<file path="src/rtl/div_arbiter.sv">
// div_arbiter: two-requester round-robin front end for one shared divider.
// Accepts at most one operation per cycle, registers its operands towards the
// divider, and tracks a {valid, id, dz} tag through a LAT+1 stage pipeline so
// each quotient comes back tagged with its requester, in issue order.
module div_arbiter #(
    parameter int M   = 26,
    parameter int N   = 14,
    parameter int LAT = 0
) (
    input  logic         clk,
    input  logic         rst_n,
    input  logic         req0_valid,
    output logic         req0_ready,
    input  logic [M-1:0] req0_dividend,
    input  logic [N-1:0] req0_divisor,
    input  logic         req1_valid,
    output logic         req1_ready,
    input  logic [M-1:0] req1_dividend,
    input  logic [N-1:0] req1_divisor,
    output logic [M-1:0] div_dividend,
    output logic [N-1:0] div_divisor,
    input  logic [M-1:0] div_quotient,
    output logic         resp_valid,
    output logic         resp_id,
    output logic [M-1:0] resp_quotient,
    output logic         resp_dz,
    output logic [3:0]   inflight
);

    // The 4-bit inflight counter holds at most LAT+1, so LAT is capped at 14.
    if (LAT < 0 || LAT > 14) begin : g_lat_check
        $error("div_arbiter: LAT must be in the range 0..14");
    end

    // Requester that wins when both are valid (the one not granted last).
    logic         prio;

    logic         grant0;
    logic         grant1;
    logic         handshake;
    logic         grant_id;
    logic [M-1:0] sel_dividend;
    logic [N-1:0] sel_divisor;
    logic         sel_dz;

    // Tag pipeline; index 0 is loaded on the accepting edge, index LAT is the
    // entry whose quotient is on div_quotient right now.
    logic [LAT:0] tag_valid;
    logic [LAT:0] tag_id;
    logic [LAT:0] tag_dz;

    logic         tail_valid;
    logic         tail_id;
    logic         tail_dz;

    // Round-robin grant and operand mux; ready is held low during reset.
    always_comb begin
        grant0       = rst_n & req0_valid & (~req1_valid | ~prio);
        grant1       = rst_n & req1_valid & (~req0_valid | prio);
        handshake    = grant0 | grant1;
        grant_id     = grant1;
        sel_dividend = grant1 ? req1_dividend : req0_dividend;
        sel_divisor  = grant1 ? req1_divisor  : req0_divisor;
        sel_dz       = (sel_divisor == '0);
    end

    assign req0_ready = grant0;
    assign req1_ready = grant1;

    assign tail_valid = tag_valid[LAT];
    assign tail_id    = tag_id[LAT];
    assign tail_dz    = tag_dz[LAT];

    // Priority pointer moves only when an operation is actually accepted.
    always_ff @(posedge clk or negedge rst_n) begin
        if (!rst_n) begin
            prio <= 1'b0;
        end else if (handshake) begin
            prio <= grant0;
        end
    end

    // Operand registers feeding the divider, held until the next accept.
    always_ff @(posedge clk or negedge rst_n) begin
        if (!rst_n) begin
            div_dividend <= '0;
            div_divisor  <= '0;
        end else if (handshake) begin
            div_dividend <= sel_dividend;
            div_divisor  <= sel_divisor;
        end
    end

    // Tag shift register; the cast drops the oldest entry and also covers LAT=0.
    always_ff @(posedge clk or negedge rst_n) begin
        if (!rst_n) begin
            tag_valid <= '0;
            tag_id    <= '0;
            tag_dz    <= '0;
        end else begin
            tag_valid <= (LAT+1)'({tag_valid, handshake});
            tag_id    <= (LAT+1)'({tag_id, grant_id});
            tag_dz    <= (LAT+1)'({tag_dz, sel_dz});
        end
    end

    // Response registers; divide-by-zero forces an all-ones quotient.
    always_ff @(posedge clk or negedge rst_n) begin
        if (!rst_n) begin
            resp_valid    <= 1'b0;
            resp_id       <= 1'b0;
            resp_quotient <= '0;
            resp_dz       <= 1'b0;
        end else begin
            resp_valid <= tail_valid;
            resp_dz    <= tail_valid & tail_dz;
            if (tail_valid) begin
                resp_id       <= tail_id;
                resp_quotient <= tail_dz ? '1 : div_quotient;
            end
        end
    end

    // Count of accepted operations whose tag has not yet left the pipeline.
    always_ff @(posedge clk or negedge rst_n) begin
        if (!rst_n) begin
            inflight <= 4'd0;
        end else begin
            case ({handshake, tail_valid})
                2'b10:   inflight <= inflight + 4'd1;
                2'b01:   inflight <= inflight - 4'd1;
                default: inflight <= inflight;
            endcase
        end
    end

endmodule

</file>
<file path="config.mk">
export PLATFORM = sky130hd
export DESIGN_NAME = div_arbiter
export DESIGN_NICKNAME = d
export VERILOG_FILES = /design/src/rtl/div_arbiter.sv
export SDC_FILE = /design/constraint.sdc
export NUM_CORES = 1
export LEC_CHECK = 0
export BUFFER_PORTS_ARGS = -buffer_cell sky130_fd_sc_hd__buf_4
export CAP_MARGIN = 20
export CORE_MARGIN = 3
export CORE_UTILIZATION = 40
export CTS_CLUSTER_SIZE = 24
export DETAILED_ROUTE_END_ITERATION = 10
export GPL_TIMING_DRIVEN = 0
export PLACE_DENSITY = 0.72
export SLEW_MARGIN = 20
export SYNTH_ARGS = -nofsm -noshare
export SYNTH_HDL_FRONTEND = slang
export SYNTH_SLANG_ARGS = --single-unit
</file>
<file path="constraint.sdc">
create_clock -name clk -period 3.9 [get_ports clk]
set_clock_uncertainty 0.1 [all_clocks]
set_input_delay 0.39 -clock clk [delete_from_list [all_inputs] [get_ports clk]]
set_output_delay 0.39 -clock clk [all_outputs]
set_load 0.02 [all_outputs]
</file>
==> Implementation_results.wiki, run 1 <==
{| class="wikitable"
! Metric !! Value
|-
| Outcome || complete, but fails checks
|-
| Violated checks || hold timing
|-
| Number of placed I/O pins || 185
|-
| Fraction of final layout cells with drive strength greater than 1 || 37.1%
|-
| Cell count after synthesis || 399
|-
| Cell type contributing the most total cell area after synthesis || sky130_fd_sc_hd__dfrtp_1
|-
| Fmax || 372 MHz
|-
| Normalized max-slew margin || 51.6%
|-
| Via count of the first global-routing pass || 3,662
|-
| Simple logic cell fraction of the synthesized area || 19.4%
|-
| Area of the multi-input gates || 1450 um2
|-
| Arrival time of the worst setup path || 2810 ps
|-
| Launch point of the worst reg-to-reg path || tag_valid
|-
| Number of warnings reported in the yosys synthesis log || 0
|-
| CTS-repair resized insts || 0
|-
| Static power due to leakage || 0.00245 uW
|-
| Synthesized area per cell || 8.91 um2
|-
| Flops & latches, synth || 77
|-
| Horizontal extent of the die || 100 um
|-
| Hold buffer count at cts || 0
|-
| Nets in the synthesized netlist || 513
|-
| Floorplan die area || 10,100 um2
|-
| MaxCap Viol Count || 0
|-
| Y dimension of the die || 100 um
|-
| Endpoint kind of the worst setup timing path || flop
|-
| Remaining antenna violation count || 0
|-
| Combined global-route utilization of all metal layers || 22.2%
|-
| TritonCTS clock tree || yes
|-
| Largest family of logic cells by synthesized area || simple AND/OR/NAND/NOR gates
|-
| Level count of the clock H-tree || 3
|-
| Total clock sinks || 77
|-
| Post-DR wirelength/cell || 15.6 um
|-
| CP startpoint || rst_n
|-
| Required time worst endpoint || 4020 ps
|-
| Compound-gate portion of the synthesized area || 17.9%
|-
| Total via count in the routed design || 3,719
|-
| Share of synthesized area occupied by flip-flops and latches || 54.2%
|-
| Reg clk slew, reported paths || 80 ps
|-
| Core area || 8420 um2
|-
| Largest net degree at the start of global routing || 82
|-
| Combined flip-flop and latch cell area || 1930 um2
|-
| Launching element type of the critical path || input port
|-
| DP Wirelength || 8530 um
|-
| Min Hold Slack || -33.3 ps
|-
| End point of the critical path || inflight[3]
|-
| Post-synthesis share of cell area spent on full adders, half adders and majority gates || 1.62%
|-
| Later-pin clock latency in the skew report || 330 ps
|-
| Initial core utilization || 42.2%
|-
| Ys async rst share || 100%
|-
| Diodes inserted || 0
|-
| Final cycle utilization of the critical path || 68.9%
|-
| TritonRoute pass-1 iters || 4
|-
| Post-route setup TNS || 0 ps
|-
| Post-synthesis mux area share || 1.20%
|-
| Actual slew at the worst max-slew pin || 726 ps
|-
| Setup violators final || 0
|-
| Placement Cell Area || 5070 um2
|-
| Synthesized cell area || 3560 um2
|-
| Class of the worst hold path || input port to async pin
|-
| Worst VDD drop || 198 uV
|-
| Relative area change from synthesis to final layout || 48.5%
|-
| Clock root buffer master || sky130_fd_sc_hd__clkbuf_8
|-
| Detailed-route DRC error count || 0
|-
| Most used DFF post-synth || sky130_fd_sc_hd__dfrtp_1
|-
| Non-filler cells in the finished layout || 704
|-
| Filler cells || 752
|-
| Yosys top cell area share || 54.2%
|-
| Power density over the cells || 453 nW/um2
|-
| Number of buffers inserted during clock tree synthesis || 9
|-
| Rows || 33
|-
| Capture point of the worst reg-to-reg path || inflight[3]
|-
| Maximum clock path buffer count || 2
|-
| RD Place Congestion || 0.859
|-
| RSZ-0062 raised after global routing || no
|-
| Number of enable-type register cells in the synthesized netlist || 0
|-
| Number of placed instances, taps included || 688
|-
| Gr ovfl total || 0
|-
| Number of distinct library cells after synthesis || 30
|-
| Final design instance area without fill || 5280 um2
|-
| Number of vias per cell after detailed routing || 5.28
|-
| Number of hold-slack violations in the final timing report || 16
|-
| Classification of the worst setup path || input port to flop
|-
| Worst R2R Path Depth || 5
|-
| Crit-path max FO || 81
|-
| Final wirelength || 11,000 um
|-
| Final net count || 708
|-
| Final critical delay including setup and external delays || 2690 ps
|-
| R2R Setup Slk || 1850 ps
|-
| Max-slew violations || 0
|-
| Xor/xnor share of the synthesized area || 0.493%
|-
| Violation count after the first detailed-routing iteration || 157
|-
| PortBufs || 184
|-
| Global-route wire length before repair || 17,700 um
|-
| Antenna violations before repair || 0
|-
| Top area cells in the synthesized netlist || sky130_fd_sc_hd__dfrtp_1 54%, sky130_fd_sc_hd__nor2_1 10%, sky130_fd_sc_hd__a31oi_1 7.0%, sky130_fd_sc_hd__nand3_1 5.9%, sky130_fd_sc_hd__a21oi_1 4.1%
|-
| Number of buffers inserted by post-CTS setup repair || 0
|}
==> registers in the layout, summed over array words and instances (netlist names), 4 cells and up <==
signal / cells
div_divisor: 14
resp_quotient: 26
div_dividend: 26
inflight: 4
==> worst max-delay path: stages <==
cell                       delay (ps)
sky130_fd_sc_hd__buf_6            510
sky130_fd_sc_hd__o21ai_1          290
sky130_fd_sc_hd__ha_1             380
sky130_fd_sc_hd__ha_1             380
sky130_fd_sc_hd__or4b_1           550
sky130_fd_sc_hd__o311ai_1         110
sky130_fd_sc_hd__o211ai_1         110
==> layout make-up <==
type                            count  share of cell area, %
Buffer                             35                   3.10
Clock buffer                       11                   2.49
Clock inverter                      5                   1.42
Inverter                            5                  0.356
Multi-Input combinational cell    282                   27.4
Sequential cell                    77                   36.5
Tap cell                          105                   2.49
Timing Repair Buffer              184                   26.2
==> worst min-delay path by stage <==
| stage | from | to | depth (start not counted) |
|---|---|---|---|
| 2_1_floorplan | rst_n | div_dividend[0] | 0 |
| 3_3_place_gp | tag_valid | resp_valid | 0 |
| 3_5_place_dp | tag_valid | resp_valid | 0 |
| 4_1_cts | rst_n | resp_quotient[7] | 1 |
| 5_1_grt | rst_n | inflight[0] | 1 |
| 6_report | rst_n | inflight[0] | 1 |
==> power breakdown <==
group / internal (uW) / switching (uW) / leakage, uW
clock network: 358 / 281 / 0.000107
registers: 915 / 80.3 / 0.000871
logic: 341 / 418 / 0.00147
total: 1610 / 779 / 0.00245
==> placed cells by master, fill, tap and decap left out, types with 6 or more instances in the layout <==
cell type	n
sky130_fd_sc_hd__nor4_1	6
sky130_fd_sc_hd__nand3_1	42
sky130_fd_sc_hd__o21ai_1	16
sky130_fd_sc_hd__o21ai_0	27
sky130_fd_sc_hd__a21oi_1	29
sky130_fd_sc_hd__buf_2	20
sky130_fd_sc_hd__clkbuf_8	9
sky130_fd_sc_hd__buf_4	183
sky130_fd_sc_hd__a31oi_1	40
sky130_fd_sc_hd__nor2_1	95
sky130_fd_sc_hd__dfrtp_1	77
sky130_fd_sc_hd__clkbuf_1	14
==> logic make-up (layout without fill, tap and decap cells) <==
logic type / count (synthesis) / after routing
compound gates: 115 / 115
xor+xnor: 2 / 2
fa+ha+maj: 4 / 4
flops: 77 / 77
mux: 4 / 4
simple gates: 157 / 157
buf+inv: 40 / 240
==> metrics by stage <==
stage	setup WS, ps	util, %	total power, uW
floorplan	1800	-	1400
global placement	633	60.2	1760
detailed placement	569	60.2	1780
CTS	926	62.6	2420
global route	1020	62.7	2540
finish	1210	62.7	2390
==> cells in the mapped netlist (2+ instances only) <==
cell / count
sky130_fd_sc_hd__buf_2: 20
sky130_fd_sc_hd__dfrtp_1: 77
sky130_fd_sc_hd__ha_1: 3
sky130_fd_sc_hd__nand2_1: 4
sky130_fd_sc_hd__o21ai_0: 27
sky130_fd_sc_hd__mux2i_1: 2
sky130_fd_sc_hd__inv_1: 4
sky130_fd_sc_hd__nor4_1: 6
sky130_fd_sc_hd__nand3_1: 42
sky130_fd_sc_hd__nand4_1: 2
sky130_fd_sc_hd__and2_1: 2
sky130_fd_sc_hd__a21oi_1: 29
sky130_fd_sc_hd__buf_1: 2
sky130_fd_sc_hd__a31oi_1: 40
sky130_fd_sc_hd__nor2_1: 95
sky130_fd_sc_hd__clkbuf_1: 12
sky130_fd_sc_hd__nor3b_1: 3
sky130_fd_sc_hd__o21ai_1: 16
sky130_fd_sc_hd__mux2_2: 2
==> metal layers <==
metal | routed length (um) | vias up | track usage, %
met2 | 5280 | 171 | 36.3
met4 | 191 | 0 | 8.19
li1 | - | 1791 | -
met1 | 4250 | 1741 | 26.3
met3 | 1290 | 16 | 8.90
met5 | 0 | - | 0
No activity file was read; power rests on OpenSTA's default activity.
==> run 2: changes to the inputs <==
clock period = 2.6 ns   (was 3.9 ns; I/O delays follow)
==> run 2 against run 1 <==
Against the previous run: die area is the same; the flow still finishes with violations (hold timing); register-to-register slack lost 1300 ps; utilization grew 0.10 points; total power grew 50%; highest routed layer unchanged.
==> Implementation_results.wiki, run 2 (same netlist as run 1, synthesis figures left out) <==
{| class="wikitable"
! Metric !! Value
|-
| Outcome || complete, but fails checks
|-
| Violated checks || hold timing
|-
| Sw frac || 32.5% (about the same)
|-
| Filler cells || 752 (unchanged)
|-
| R2R Setup Slk || 550 ps (-1300 ps)
|-
| Y dimension of the die || 100 um (unchanged)
|-
| Clock group share of total power || 26.7% (about the same)
|-
| Leading cell types in the layout, fill and taps excluded || 183 x sky130_fd_sc_hd__buf_4, 95 x sky130_fd_sc_hd__nor2_1, 77 x sky130_fd_sc_hd__dfrtp_1
|-
| Floorplan die area || 10,100 um2 (unchanged)
|-
| Normalized max-slew margin || 70.3% (+19 points)
|-
| Detailed-route DRC error count || 0 (unchanged)
|-
| Most frequent standard cell in the layout excluding fill and tap cells || sky130_fd_sc_hd__buf_4
|-
| Worst VDD drop || 297 uV (+50%)
|-
| Area of the multi-input gates || 1450 um2 (unchanged)
|-
| Arrival time of the worst setup path || 2390 ps (-420 ps)
|-
| Total clock sinks || 77 (unchanged)
|-
| Final net count || 708 (unchanged)
|-
| Reg clk slew, reported paths || 80 ps (about the same)
|-
| Comb power frac || 31.7% (about the same)
|-
| Required time worst endpoint || 2720 ps (-1300 ps)
|-
| Length of routed wiring on met1 || 4260 um (+0.16%)
|-
| Final total power || 3590 uW (+50%)
|-
| Core area || 8420 um2 (unchanged)
|-
| Power density over the cells || 679 nW/um2 (+50%)
|-
| DP Wirelength || 8530 um (unchanged)
|-
| Number of placed I/O pins || 185 (unchanged)
|-
| Final critical delay including setup and external delays || 2270 ps
|-
| Crit-path max FO || 81 (unchanged)
|-
| Level count of the clock H-tree || 3 (unchanged)
|-
| Relative area change from synthesis to final layout || 48.7%
|-
| Clock root buffer master || sky130_fd_sc_hd__clkbuf_8
|-
| Post-DR wirelength/cell || 15.6 um (about the same)
|-
| RSZ-0062 raised after global routing || no
|-
| Setup violators final || 0 (unchanged)
|-
| Initial core utilization || 42.2% (unchanged)
|-
| Diodes inserted || 0 (unchanged)
|-
| Fmax || 440 MHz
|-
| Length of routed met3 wiring || 1280 um (-0.54%)
|-
| Gr ovfl total || 0 (unchanged)
|-
| Number of buffers inserted during clock tree synthesis || 9 (unchanged)
|-
| Later-pin clock latency in the skew report || 330 ps (about the same)
|-
| Worst R2R Path Depth || 5 (unchanged)
|-
| Class of the worst hold path || input port to async pin
|-
| Final cycle utilization of the critical path || 87.4%
|-
| Violation count after the first detailed-routing iteration || 157 (unchanged)
|-
| Actual slew at the worst max-slew pin || 445 ps (-281 ps)
|-
| RD Place Congestion || 0.859 (unchanged)
|-
| Combined flip-flop and latch cell area || 1930 um2 (unchanged)
|-
| Classification of the worst setup path || input port to flop
|-
| Combined global-route utilization of all metal layers || 22.2% (unchanged)
|-
| Part of the power in registers || 41.6% (about the same)
|-
| Cell Int Power || 2420 uW (+50%)
|-
| TritonCTS clock tree || yes
|-
| Static power due to leakage || 0.00246 uW (+0.14%)
|-
| Wire length on met2 || 5280 um (unchanged)
|-
| Top flop regs || div_dividend x26, resp_quotient x26, div_divisor x14
|-
| Endpoint kind of the worst setup timing path || flop
|-
| Layout Utilization || 62.8% (+0.10 points)
|-
| Final wirelength || 11,000 um (about the same)
|-
| Number of vias per cell after detailed routing || 5.28 (unchanged)
|-
| Min Hold Slack || -286 ps (-253 ps)
|-
| Rows || 33 (unchanged)
|-
| Remaining antenna violation count || 0 (unchanged)
|-
| Fraction of final layout cells with drive strength greater than 1 || 37.1% (unchanged)
|-
| PortBufs || 184 (unchanged)
|-
| Number of hold-slack violations in the final timing report || 77 (+61)
|-
| Largest net degree at the start of global routing || 82 (unchanged)
|-
| Number of buffers inserted by post-CTS setup repair || 0 (unchanged)
|-
| Global-route wire length before repair || 17,700 um (unchanged)
|-
| Antenna violations before repair || 0 (unchanged)
|-
| TritonRoute pass-1 iters || 4 (unchanged)
|-
| MaxCap Viol Count || 0 (unchanged)
|-
| Maximum clock path buffer count || 2 (unchanged)
|-
| Horizontal extent of the die || 100 um (unchanged)
|-
| Launching element type of the critical path || input port
|-
| Topmost layer with routed signal wires || met4
|-
| Total via count in the routed design || 3,719 (unchanged)
|-
| Max-slew violations || 0 (unchanged)
|-
| NetSw || 1170 uW (+50%)
|-
| Via count of the first global-routing pass || 3,662 (unchanged)
|}
-- run 2: cell counts in the layout (fill, tap and decap cells not counted) --
Identical to the previous run, type by type.
-- run 2: stage by stage --
stage	cells	instance area, um2	setup TNS [ps]	hold slack, ps	setup slack, ps
finish	704	5290	0	-286	329
global route	704	5290	0	-253	193
CTS	704	5280	0	-127	35.8
detailed placement	688	5070	-756	291	-601
global placement	688	5070	-619	288	-537
floorplan	399	3560	0	-136	627
-- run 2: metal layers --
metal / vias up / track usage, %
li1: 1791 / -
met1: 1741 / 26.3
met2: 171 / 36.3
met3: 16 / 8.90
met4: 0 / 8.19
met5: - / 0
-- run 2: power groups by stage --
stage	combinational, uW	sequential (uW)	clock, uW
2_1_floorplan	392	1710	0
3_3_place_gp	1130	1510	0
3_5_place_dp	1150	1520	0
4_1_cts	1150	1490	985
5_1_grt	1250	1520	1040
6_report	1140	1490	958
-- run 2: final cells by class --
| class | instances | share of cell area [%] |
|---|---|---|
| plain buffers | 35 | 3.10 |
| repair buffers | 184 | 26.4 |
| well taps | 105 | 2.48 |
| clock buffers | 11 | 2.48 |
| multi-input cells | 282 | 27.4 |
| flip-flops and latches | 77 | 36.4 |
| inverters | 5 | 0.355 |
| clock inverters | 5 | 1.42 |
-- run 2: worst paths after layout --
| path | from | to |
|---|---|---|
| worst min-delay path | rst_n | inflight[0] |
| worst max register to register | tag_valid | inflight[3] |
| worst min register to register | tag_valid | resp_valid |
| min in group clk | req1_dividend[2] | div_dividend[2] |
| worst max-delay path | rst_n | inflight[3] |
| max in group asynchronous | rst_n | div_divisor[3] |
-- run 2: critical path: stages --
cell and delay, ps:
sky130_fd_sc_hd__buf_12 310, sky130_fd_sc_hd__o21ai_1 240, sky130_fd_sc_hd__ha_1 360, sky130_fd_sc_hd__ha_1 380, sky130_fd_sc_hd__or4b_1 550, sky130_fd_sc_hd__o311ai_1 110, sky130_fd_sc_hd__o211ai_1 110
-- run 2: what timing repair did --
| item | CTS | global route |
|---|---|---|
| gates cloned | 0 | 0 |
| gates resized for setup | 1 | 3 |
| endpoints found under the hold margin | 77 | 77 |
| endpoints found under the setup margin | 1 | 1 |
